==> src/rtl/cpu_pkg.sv <==
// cpu_pkg: shared widths, ALUOp encodings and the ID/EX entry layout.
package cpu_pkg;
  localparam int XLEN = 32;
  localparam int REG_ADDR_W = 5;
  localparam int FUNCT_W = 10;
  localparam int CNT_W = 16;
  typedef enum logic [1:0] {
    ALUOP_ADD_LS = 2'b00,
    ALUOP_BRANCH = 2'b01,
    ALUOP_RTYPE  = 2'b10,
    ALUOP_ITYPE  = 2'b11
  } aluOp_e;
  typedef struct packed {
    logic aluSrc;
    logic memToReg;
    logic regWrite;
    logic memWrite;
    logic memRead;
    logic branch;
    logic [1:0] aluOp;
  } ctrl_t;
  typedef struct packed {
    logic valid;
    ctrl_t ctrl;
    logic [XLEN-1:0] pc;
    logic [XLEN-1:0] rs1Data;
    logic [XLEN-1:0] rs2Data;
    logic [XLEN-1:0] imm;
    logic [FUNCT_W-1:0] funct;
    logic [REG_ADDR_W-1:0] rs1Addr;
    logic [REG_ADDR_W-1:0] rs2Addr;
    logic [REG_ADDR_W-1:0] rdAddr;
  } entry_t;
  // An invalid entry may carry decode bits, but must never change architectural state.
  function automatic ctrl_t killSideEffects(ctrl_t c);
    ctrl_t r = c;
    r.regWrite = 1'b0;
    r.memWrite = 1'b0;
    r.memRead = 1'b0;
    r.branch = 1'b0;
    return r;
  endfunction
endpackage

==> src/rtl/id_ex_reg_if.sv <==
// id_ex_reg_if: ID-stage inputs and EX-stage outputs of the ID/EX pipeline register.
interface id_ex_reg_if;
  import cpu_pkg::*;
  logic mem_stall_i, flush_i, stall_i, valid_i;
  logic ALUSrc_i, MemToReg_i, RegWrite_i, MemWrite_i, MemRead_i, Branch_i;
  logic [1:0] ALUOp_i;
  logic [XLEN-1:0] pc_i, rs1_data_i, rs2_data_i, imm_i;
  logic [FUNCT_W-1:0] funct_i;
  logic [REG_ADDR_W-1:0] rs1_addr_i, rs2_addr_i, rd_addr_i;
  logic valid_o;
  logic ALUSrc_o, MemToReg_o, RegWrite_o, MemWrite_o, MemRead_o, Branch_o;
  logic [1:0] ALUOp_o;
  logic [XLEN-1:0] pc_o, rs1_data_o, rs2_data_o, imm_o;
  logic [FUNCT_W-1:0] funct_o;
  logic [REG_ADDR_W-1:0] rs1_addr_o, rs2_addr_o, rd_addr_o;
  logic [CNT_W-1:0] bubble_cnt_o;
  modport master (
    output mem_stall_i, flush_i, stall_i, valid_i,
    output ALUSrc_i, MemToReg_i, RegWrite_i, MemWrite_i, MemRead_i, Branch_i, ALUOp_i,
    output pc_i, rs1_data_i, rs2_data_i, imm_i, funct_i, rs1_addr_i, rs2_addr_i, rd_addr_i,
    input valid_o, ALUSrc_o, MemToReg_o, RegWrite_o, MemWrite_o, MemRead_o, Branch_o, ALUOp_o,
    input pc_o, rs1_data_o, rs2_data_o, imm_o, funct_o, rs1_addr_o, rs2_addr_o, rd_addr_o,
    input bubble_cnt_o
  );
  modport slave (
    input mem_stall_i, flush_i, stall_i, valid_i,
    input ALUSrc_i, MemToReg_i, RegWrite_i, MemWrite_i, MemRead_i, Branch_i, ALUOp_i,
    input pc_i, rs1_data_i, rs2_data_i, imm_i, funct_i, rs1_addr_i, rs2_addr_i, rd_addr_i,
    output valid_o, ALUSrc_o, MemToReg_o, RegWrite_o, MemWrite_o, MemRead_o, Branch_o, ALUOp_o,
    output pc_o, rs1_data_o, rs2_data_o, imm_o, funct_o, rs1_addr_o, rs2_addr_o, rd_addr_o,
    output bubble_cnt_o
  );
endinterface

==> src/rtl/sat_counter.sv <==
// sat_counter: up-counter that sticks at all-ones instead of wrapping.
module sat_counter #(
  parameter int width = 16
) (
  input  logic             clk_i,
  input  logic             rst_i,
  input  logic             en_i,
  output logic [width-1:0] count_o
);
  always_ff @(posedge clk_i or negedge rst_i)
    if (!rst_i) count_o <= '0;
    else if (en_i && count_o != '1) count_o <= count_o + width'(1);
endmodule

==> src/rtl/id_ex_reg.sv <==
// id_ex_reg: ID/EX pipeline register with hold, bubble insertion and a bubble counter.
module id_ex_reg
  import cpu_pkg::*;
(
  input logic clk_i,
  input logic rst_i,
  id_ex_reg_if.slave bus
);
  entry_t inEntry, nextEntry, curEntry;
  logic bubble;
  assign bubble = bus.flush_i | bus.stall_i;
  assign inEntry = '{
    valid: bus.valid_i,
    ctrl: '{aluSrc: bus.ALUSrc_i, memToReg: bus.MemToReg_i, regWrite: bus.RegWrite_i,
            memWrite: bus.MemWrite_i, memRead: bus.MemRead_i, branch: bus.Branch_i,
            aluOp: bus.ALUOp_i},
    pc: bus.pc_i, rs1Data: bus.rs1_data_i, rs2Data: bus.rs2_data_i, imm: bus.imm_i,
    funct: bus.funct_i, rs1Addr: bus.rs1_addr_i, rs2Addr: bus.rs2_addr_i, rdAddr: bus.rd_addr_i
  };
  // Datapath fields always follow the inputs; only control and valid are squashed.
  always_comb begin
    nextEntry = inEntry;
    nextEntry.valid = bus.valid_i & ~bubble;
    nextEntry.ctrl = bubble ? ctrl_t'(0) : bus.valid_i ? inEntry.ctrl : killSideEffects(inEntry.ctrl);
  end
  always_ff @(posedge clk_i or negedge rst_i)
    if (!rst_i) curEntry <= '0;
    else if (!bus.mem_stall_i) curEntry <= nextEntry;
  sat_counter #(.width(CNT_W)) uBubbleCnt (
    .clk_i(clk_i),
    .rst_i(rst_i),
    .en_i(~bus.mem_stall_i & bubble),
    .count_o(bus.bubble_cnt_o)
  );
  assign bus.valid_o = curEntry.valid;
  assign bus.ALUSrc_o = curEntry.ctrl.aluSrc;
  assign bus.MemToReg_o = curEntry.ctrl.memToReg;
  assign bus.RegWrite_o = curEntry.ctrl.regWrite;
  assign bus.MemWrite_o = curEntry.ctrl.memWrite;
  assign bus.MemRead_o = curEntry.ctrl.memRead;
  assign bus.Branch_o = curEntry.ctrl.branch;
  assign bus.ALUOp_o = curEntry.ctrl.aluOp;
  assign bus.pc_o = curEntry.pc;
  assign bus.rs1_data_o = curEntry.rs1Data;
  assign bus.rs2_data_o = curEntry.rs2Data;
  assign bus.imm_o = curEntry.imm;
  assign bus.funct_o = curEntry.funct;
  assign bus.rs1_addr_o = curEntry.rs1Addr;
  assign bus.rs2_addr_o = curEntry.rs2Addr;
  assign bus.rd_addr_o = curEntry.rdAddr;
endmodule

==> src/flat_wrapper.sv <==
// flat-port wrapper written by rule: the top's interface ports become plain ports
module id_ex_reg_flat import cpu_pkg::*;
  (clk_i, rst_i, bus_mem_stall_i, bus_flush_i, bus_stall_i, bus_valid_i, bus_ALUSrc_i, bus_MemToReg_i, bus_RegWrite_i, bus_MemWrite_i, bus_MemRead_i, bus_Branch_i, bus_ALUOp_i, bus_pc_i, bus_rs1_data_i, bus_rs2_data_i, bus_imm_i, bus_funct_i, bus_rs1_addr_i, bus_rs2_addr_i, bus_rd_addr_i, bus_valid_o, bus_ALUSrc_o, bus_MemToReg_o, bus_RegWrite_o, bus_MemWrite_o, bus_MemRead_o, bus_Branch_o, bus_ALUOp_o, bus_pc_o, bus_rs1_data_o, bus_rs2_data_o, bus_imm_o, bus_funct_o, bus_rs1_addr_o, bus_rs2_addr_o, bus_rd_addr_o, bus_bubble_cnt_o);
  id_ex_reg_if bus_i ();
  input logic clk_i;
  input logic rst_i;
  input wire logic [$bits(bus_i.mem_stall_i)-1:0] bus_mem_stall_i;
  input wire logic [$bits(bus_i.flush_i)-1:0] bus_flush_i;
  input wire logic [$bits(bus_i.stall_i)-1:0] bus_stall_i;
  input wire logic [$bits(bus_i.valid_i)-1:0] bus_valid_i;
  input wire logic [$bits(bus_i.ALUSrc_i)-1:0] bus_ALUSrc_i;
  input wire logic [$bits(bus_i.MemToReg_i)-1:0] bus_MemToReg_i;
  input wire logic [$bits(bus_i.RegWrite_i)-1:0] bus_RegWrite_i;
  input wire logic [$bits(bus_i.MemWrite_i)-1:0] bus_MemWrite_i;
  input wire logic [$bits(bus_i.MemRead_i)-1:0] bus_MemRead_i;
  input wire logic [$bits(bus_i.Branch_i)-1:0] bus_Branch_i;
  input wire logic [$bits(bus_i.ALUOp_i)-1:0] bus_ALUOp_i;
  input wire logic [$bits(bus_i.pc_i)-1:0] bus_pc_i;
  input wire logic [$bits(bus_i.rs1_data_i)-1:0] bus_rs1_data_i;
  input wire logic [$bits(bus_i.rs2_data_i)-1:0] bus_rs2_data_i;
  input wire logic [$bits(bus_i.imm_i)-1:0] bus_imm_i;
  input wire logic [$bits(bus_i.funct_i)-1:0] bus_funct_i;
  input wire logic [$bits(bus_i.rs1_addr_i)-1:0] bus_rs1_addr_i;
  input wire logic [$bits(bus_i.rs2_addr_i)-1:0] bus_rs2_addr_i;
  input wire logic [$bits(bus_i.rd_addr_i)-1:0] bus_rd_addr_i;
  output wire logic [$bits(bus_i.valid_o)-1:0] bus_valid_o;
  output wire logic [$bits(bus_i.ALUSrc_o)-1:0] bus_ALUSrc_o;
  output wire logic [$bits(bus_i.MemToReg_o)-1:0] bus_MemToReg_o;
  output wire logic [$bits(bus_i.RegWrite_o)-1:0] bus_RegWrite_o;
  output wire logic [$bits(bus_i.MemWrite_o)-1:0] bus_MemWrite_o;
  output wire logic [$bits(bus_i.MemRead_o)-1:0] bus_MemRead_o;
  output wire logic [$bits(bus_i.Branch_o)-1:0] bus_Branch_o;
  output wire logic [$bits(bus_i.ALUOp_o)-1:0] bus_ALUOp_o;
  output wire logic [$bits(bus_i.pc_o)-1:0] bus_pc_o;
  output wire logic [$bits(bus_i.rs1_data_o)-1:0] bus_rs1_data_o;
  output wire logic [$bits(bus_i.rs2_data_o)-1:0] bus_rs2_data_o;
  output wire logic [$bits(bus_i.imm_o)-1:0] bus_imm_o;
  output wire logic [$bits(bus_i.funct_o)-1:0] bus_funct_o;
  output wire logic [$bits(bus_i.rs1_addr_o)-1:0] bus_rs1_addr_o;
  output wire logic [$bits(bus_i.rs2_addr_o)-1:0] bus_rs2_addr_o;
  output wire logic [$bits(bus_i.rd_addr_o)-1:0] bus_rd_addr_o;
  output wire logic [$bits(bus_i.bubble_cnt_o)-1:0] bus_bubble_cnt_o;
  assign bus_i.mem_stall_i = bus_mem_stall_i;
  assign bus_i.flush_i = bus_flush_i;
  assign bus_i.stall_i = bus_stall_i;
  assign bus_i.valid_i = bus_valid_i;
  assign bus_i.ALUSrc_i = bus_ALUSrc_i;
  assign bus_i.MemToReg_i = bus_MemToReg_i;
  assign bus_i.RegWrite_i = bus_RegWrite_i;
  assign bus_i.MemWrite_i = bus_MemWrite_i;
  assign bus_i.MemRead_i = bus_MemRead_i;
  assign bus_i.Branch_i = bus_Branch_i;
  assign bus_i.ALUOp_i = bus_ALUOp_i;
  assign bus_i.pc_i = bus_pc_i;
  assign bus_i.rs1_data_i = bus_rs1_data_i;
  assign bus_i.rs2_data_i = bus_rs2_data_i;
  assign bus_i.imm_i = bus_imm_i;
  assign bus_i.funct_i = bus_funct_i;
  assign bus_i.rs1_addr_i = bus_rs1_addr_i;
  assign bus_i.rs2_addr_i = bus_rs2_addr_i;
  assign bus_i.rd_addr_i = bus_rd_addr_i;
  assign bus_valid_o = bus_i.valid_o;
  assign bus_ALUSrc_o = bus_i.ALUSrc_o;
  assign bus_MemToReg_o = bus_i.MemToReg_o;
  assign bus_RegWrite_o = bus_i.RegWrite_o;
  assign bus_MemWrite_o = bus_i.MemWrite_o;
  assign bus_MemRead_o = bus_i.MemRead_o;
  assign bus_Branch_o = bus_i.Branch_o;
  assign bus_ALUOp_o = bus_i.ALUOp_o;
  assign bus_pc_o = bus_i.pc_o;
  assign bus_rs1_data_o = bus_i.rs1_data_o;
  assign bus_rs2_data_o = bus_i.rs2_data_o;
  assign bus_imm_o = bus_i.imm_o;
  assign bus_funct_o = bus_i.funct_o;
  assign bus_rs1_addr_o = bus_i.rs1_addr_o;
  assign bus_rs2_addr_o = bus_i.rs2_addr_o;
  assign bus_rd_addr_o = bus_i.rd_addr_o;
  assign bus_bubble_cnt_o = bus_i.bubble_cnt_o;
  id_ex_reg u_core (.clk_i(clk_i), .rst_i(rst_i), .bus(bus_i));
endmodule
==> config.mk <==
export PLATFORM = sky130hd
export DESIGN_NAME = id_ex_reg_flat
export DESIGN_NICKNAME = d
export VERILOG_FILES = /design/src/rtl/cpu_pkg.sv /design/src/rtl/id_ex_reg_if.sv /design/src/rtl/sat_counter.sv /design/src/rtl/id_ex_reg.sv /design/src/flat_wrapper.sv
export SDC_FILE = /design/constraint.sdc
export NUM_CORES = 1
export LEC_CHECK = 0
export ABC_AREA = 1
export BUFFER_PORTS_ARGS = -buffer_cell sky130_fd_sc_hd__buf_2
export CELL_PAD_IN_SITES_DETAIL_PLACEMENT = 1
export CELL_PAD_IN_SITES_GLOBAL_PLACEMENT = 2
export CORE_ASPECT_RATIO = 1.1
export CORE_MARGIN = 5
export CORE_UTILIZATION = 23
export CTS_CLUSTER_SIZE = 8
export DETAILED_ROUTE_END_ITERATION = 7
export GPL_TIMING_DRIVEN = 0
export PLACE_DENSITY_LB_ADDON = 0.05
export SYNTH_ARGS = -nofsm -noshare
export SYNTH_HDL_FRONTEND = slang
export SYNTH_SLANG_ARGS = --single-unit
export TNS_END_PERCENT = 1
==> constraint.sdc <==
create_clock -name clk_i -period 1.4 [get_ports clk_i]
set_input_delay 0.21 -clock clk_i [delete_from_list [all_inputs] [get_ports clk_i]]
set_output_delay 0.21 -clock clk_i [all_outputs]
set_load 0.05 [all_outputs]
=== After elaboration in Yosys (flattened, before gate mapping) ===
Cells that the tools add are included.

* Input bits: 167
* Output and inout bits: 178
* Register bits after elaboration: 178

* Bitwise gates (word level): 5
* Equal/unequal tests: 1
* Muxes and demuxes: 2
* Reductions and logical operators: 1
* Add/subtract/negate cells: 1

{| class="wikitable"
|+ Operators by type and width
! kind !! number
|-
| adder 16 x 1 -> 16 bit (second input constant) || 1
|-
| inequality test 16 bit (second input constant) || 1
|-
| two-way mux 8 bit || 1
|-
| two-way mux 6 bit || 1
|-
| AND 1 bit || 2
|-
| NOT 1 bit || 2
|-
| logical AND 1 bit || 1
|-
| OR 1 bit || 1
|}

=== Longest topological paths before layout ===
* Depth in word-level cells: 3
* Mapped depth: 8

=== Modules after synthesis ===
Synthesis repeated with hierarchy kept, for this count alone.

* Cell total of the unflattened synthesis: 843
* Area total of the unflattened synthesis: 7213.2 um^2

{| class="wikitable"
|+ Modules (own cells, without submodules)
! module !! times used !! cells an instance !! area an instance (um^2)
|-
| id_ex_reg || 1 || 694 || 6154.7
|-
| sat_counter || 1 || 149 || 1058.5
|}

=== Least setup slack after synthesis ===
Ideal clock, no wire load.

* Path type: register to register
* Start: register u_core.uBubbleCnt.count_o[1]
* End: register u_core.uBubbleCnt.count_o[14]
* Slack: -0.280 ns
* Arrival: 1.560 ns
* Period minus slack after synthesis: 1.680 ns
* Buffers on the path: 0
* Stages on the path, launching flop included: 9
* Path through: dfrtp_1 -> ha_1 -> nand3_1 -> nor2_1 -> nand2_1 -> nor2_1 -> nand2_1 -> nand2_1 -> nand2_1

* Word-level cells in the longest chain between the ends: 2
* Elaborated cells between the ends (all ways): 3
* Classes of those cells: add/sub: 1; eq/ne: 1; reduce/logical: 1

{| class="wikitable"
|+ Ends and longest elaborated chain
! element !! line !! RTL
|-
| start, declared || sat_counter.sv:8 || <nowiki>output logic [width-1:0] count_o</nowiki>
|-
| start signal, assigned || sat_counter.sv:12 || <nowiki>else if (en_i && count_o != '1) count_o <= count_o + width'(1);</nowiki>
|-
| parallel branches: the longest is 2 deep, another holds adder 16 x 1 -> 16 bit || -- ||
|}

Parallel ways; which one is timed is not known.
A chain may end at the register's enable or synchronous reset.

=== Worst setup path after layout ===
* Start: register u_core.uBubbleCnt.count_o[1]
* End: output bus_bubble_cnt_o[1]

{| class="wikitable"
|+ RTL lines
! element !! line !! RTL
|-
| end, declared || flat_wrapper.sv:42 || <nowiki>output wire logic [$bits(bus_i.bubble_cnt_o)-1:0] bus_bubble_cnt_o;</nowiki>
|}

No word-level cell between the ends.

==> flow_metrics.py <==
metrics = {
    "setup_path": {
        "critPathMaxFanout": 3,
        "cpMaxStageDelayCell": "dfrtp_2",
        "r2r_setup_slack_ns": 0.03,
        "cp-start-kind": "register",
        "crit_path_max_incr_delay_ns": 0.43,
        "crit_family": "flip-flops",
        "worstPathRequired_ns": 1.19,
        "reg2reg_depth": 9,
        "r2r_start": "u_core.uBubbleCnt.count_o[0]",
        "cp_cell_sequence": "buf_4 > buf_4",
        "startpoint": "u_core.uBubbleCnt.count_o[1]",
        "r2r-end": "u_core.uBubbleCnt.count_o[3]",
        "crit_arrival_ns": 1.20,
        "crit_type": "reg -> out",
        "crit_path_end_kind": "primary output",
        "cpMostUsedCell": "buf_4",
        "path_buf_inv": 2,
    },
    "yosys": {
        "synth_top_cells_by_count": "543 x nand2_1, 178 x dfrtp_1, 20 x buf_2",
        "syn_area_um2": 7070,
        "synth_cell_types": 18,
        "synth_nets": 997,
        "syn_area_per_cell_um2": 8.52,
        "yosys.cell_count.top_type": "nand2_1",
        "ys_ff_latch": 178,
        "synth_edf_count": 0,
        "synth.top_cells.by_area": "dfrtp_1 63%, nand2_1 29%, buf_2 1.4%, nand3_1 1.1%, inv_1 0.80%",
        "synth_ff_type": "dfrtp_1",
        "synthArstFlopShare": 1.00,
        "synth-seq-area-share": 0.630,
        "syn_inst": 829,
        "synth_top_area_share": 0.630,
        "yosysTopAreaCell": "dfrtp_1",
        "yosys_warnings": 0,
    },
    "final_layout": {
        "final_nets": 1529,
        "area_growth_pct": 66.9,
        "final_cells": 1788,
        "drive_gt1_frac": 0.330,
    },
    "drt": {
        "met2_wirelength_mm": 13.8,
        "m1WireLength_mm": 11.7,
        "first_pass_iters": 4,
        "drcViolationCount": 0,
        "drt_iter0_drc": 271,
        "routed.top_layer": "met5",
        "ant_nets": 0,
        "num_vias": 7227,
        "wire_per_inst_um": 15.9,
        "dr_wl_met3_mm": 2.39,
        "routed_wirelength_mm": 28.5,
        "routed_via_density": 4.04,
    },
    "cts": {
        "numCtsBuffers": 17,
        "clk_pin_slew_worst_paths_ns": 0.07,
        "cts_sinks": 178,
        "cts_max_level": 4,
        "clock-root-buffer": "clkbuf_16",
        "cts_buffer_depth": 2,
        "cts_tree": "yes",
        "insertion_delay_ns": 0.43,
    },
    "die": {
        "pin_count": 345,
        "die_x_um": 177,
        "fp.dieArea_um2": 34300,
        "fp.dieH_um": 194,
        "rows": 67,
        "coreArea_um2": 30400,
        "initial_core_util": 0.232,
    },
    "outcome": {
        "status": "complete, but fails checks",
        "failed_checks": "setup timing",
    },
    "global_route": {
        "antenna_found_initial": 3,
        "grt_pass1_vias": 7955,
        "overflow": 0,
        "grtUsageTotal": 0.166,
        "grt_max_degree": 107,
        "grt_pass1_wl_mm": 44.8,
    },
    "sta": {
        "setup_tns_ns": -0.00688,
        "rsz0062_at_grt": "true",
        "fin_skew_ns": 0.0102,
        "setup_slack_ns": -0.00688,
        "setup_violations": 1,
        "clock.fmax_ghz": 0.711,
        "worstMarginPinSlew_ns": 0.805,
        "relSlewSlack": 0.463,
        "finalHoldViolCount": 0,
        "slew_violations": 0,
        "final.min_clock_period_ns": 1.41,
        "hold-worst-slack_ns": 0.0265,
        "fin_crit_sh": 1.00,
    },
    "power_and_ir_drop": {
        "vdd_drop_max_v": 0.000663,
        "leakage_nw": 6.48,
        "p_switching_mw": 5.18,
        "power-per-cell-area_nw_per_um2": 1270,
        "seqPwrFrac": 0.394,
        "swShare": 0.345,
        "pwr-share-comb": 0.263,
        "p_int_mw": 9.81,
        "power_mw": 15.0,
        "clkPwrFrac": 0.342,
    },
    "placement": {
        "portBuffers": 344,
        "gp_congestion": 0.739,
        "place_inst": 1588,
        "post-place-ws_ns": -0.402,
        "hpwl_mm": 20.4,
    },
    "flow_run": {
        "cap_violations": 0,
    },
    "min_path": {
        "whs_path_depth": 3,
        "hp-class": "in -> reg",
        "min_to": "u_core.bus.Branch_o",
        "hold_start": "bus_Branch_i",
    },
}
-- cells by family (layout without fill, tap and decap cells) --
kind of cell / count (synthesis) / in the layout / synth area share
xor+xnor: 6 / 6 / 0.00744
buf+inv: 51 / 594 / 0.0328
simple gates: 588 / 588 / 0.324
other cells: 0 / 2 / 0
fa+ha+maj: 1 / 1 / 0.00177
flops: 178 / 178 / 0.630
compound gates: 5 / 5 / 0.00354
-- tightest hold or removal path, cell delays in order --
cell and delay (ns):
buf_2 0.10, inv_1 0.04, o21ai_0 0.07
-- state kept, by name (all words and copies together) (netlist names) --
register,cells
u_core.bus.ALUOp_o,2
u_core.bus.MemToReg_o,1
u_core.bus.pc_o,32
u_core.bus.RegWrite_o,1
u_core.bus.MemRead_o,1
u_core.bus.rs1_data_o,32
u_core.bus.rd_addr_o,5
u_core.bus.ALUSrc_o,1
u_core.bus.valid_o,1
u_core.bus.funct_o,10
u_core.bus.MemWrite_o,1
u_core.bus.rs2_addr_o,5
u_core.bus.rs2_data_o,32
u_core.bus.rs1_addr_o,5
u_core.bus.imm_o,32
u_core.bus.Branch_o,1
u_core.uBubbleCnt.count_o,16
-- power groups by stage --
stage,Sequential (mW),Clock (mW),Combinational (mW)
finish,5.91,5.13,3.95
global route,5.98,5.57,4.23
floorplan,7.62,0,0.639
CTS,5.92,5.34,3.85
global placement,6.01,0,3.44
detailed placement,6.01,0,3.46
-- worst max path at each step --
stage | end | slack (ns) | cells past startpoint
floorplan | u_core.uBubbleCnt.count_o[14] | -0.02 | 8
global placement | u_core.uBubbleCnt.count_o[1] | -3.67 | 1
detailed placement | u_core.bus.imm_o[4] | -0.40 | 6
CTS | bus_bubble_cnt_o[1] | 0.0004 | 1
global route | u_core.uBubbleCnt.count_o[15] | -0.06 | 8
finish | bus_bubble_cnt_o[1] | -0.007 | 2
-- per-stage QoR --
stage          utilization  area [µm²]
2_1_floorplan            -        7110
3_3_place_gp         0.307        9350
3_5_place_dp         0.308        9390
4_1_cts              0.381       11600
5_1_grt              0.388       11800
6_report             0.388       11800
-- layout make-up --
cell class	instances	area [µm²]
Clock inverter	9	158
Timing Repair Buffer	513	3460
Antenna cell	2	5.00
Tap cell	414	518
Clock buffer	21	450
Multi-Input combinational cell	600	2500
Fill cell	3649	18600
Buffer	36	175
Sequential cell	178	4470
Inverter	15	58.8
-- layer usage --
metal / track usage / vias up
met3: 0.0628 / 33
met2: 0.276 / 210
met4: 0.0522 / 2
met5: 0 / -
met1: 0.199 / 3418
li1: - / 3564
-- repair_timing --
item	in CTS	in global routing
buffers inserted	0	10
endpoints found under the hold margin	229	0
endpoints found under the setup margin	14	126
pin swaps	1	14
resized for setup	7	33
gates cloned	0	0
hold buffers	158	0
-- cells in the final DEF (no fill, tap or decap), types with 3 or more instances in the layout --
cell / Yosys / routed
bufinv_16: 0 / 4
clkbuf_4: 0 / 3
o21ai_0: 5 / 5
nor2_1: 13 / 8
buf_4: 0 / 14
nand2_1: 543 / 529
clkbuf_1: 14 / 17
nor2_2: 5 / 5
nand3_1: 16 / 15
nand2_4: 0 / 6
nand2_2: 3 / 11
nor2_4: 3 / 8
inv_1: 15 / 14
dfrtp_1: 178 / 163
dlygate4sd3_1: 0 / 158
dfrtp_2: 0 / 15
xnor2_1: 3 / 3
xor2_1: 3 / 3
clkbuf_16: 0 / 18
buf_2: 20 / 355
No activity file was read; power rests on OpenSTA's default activity.
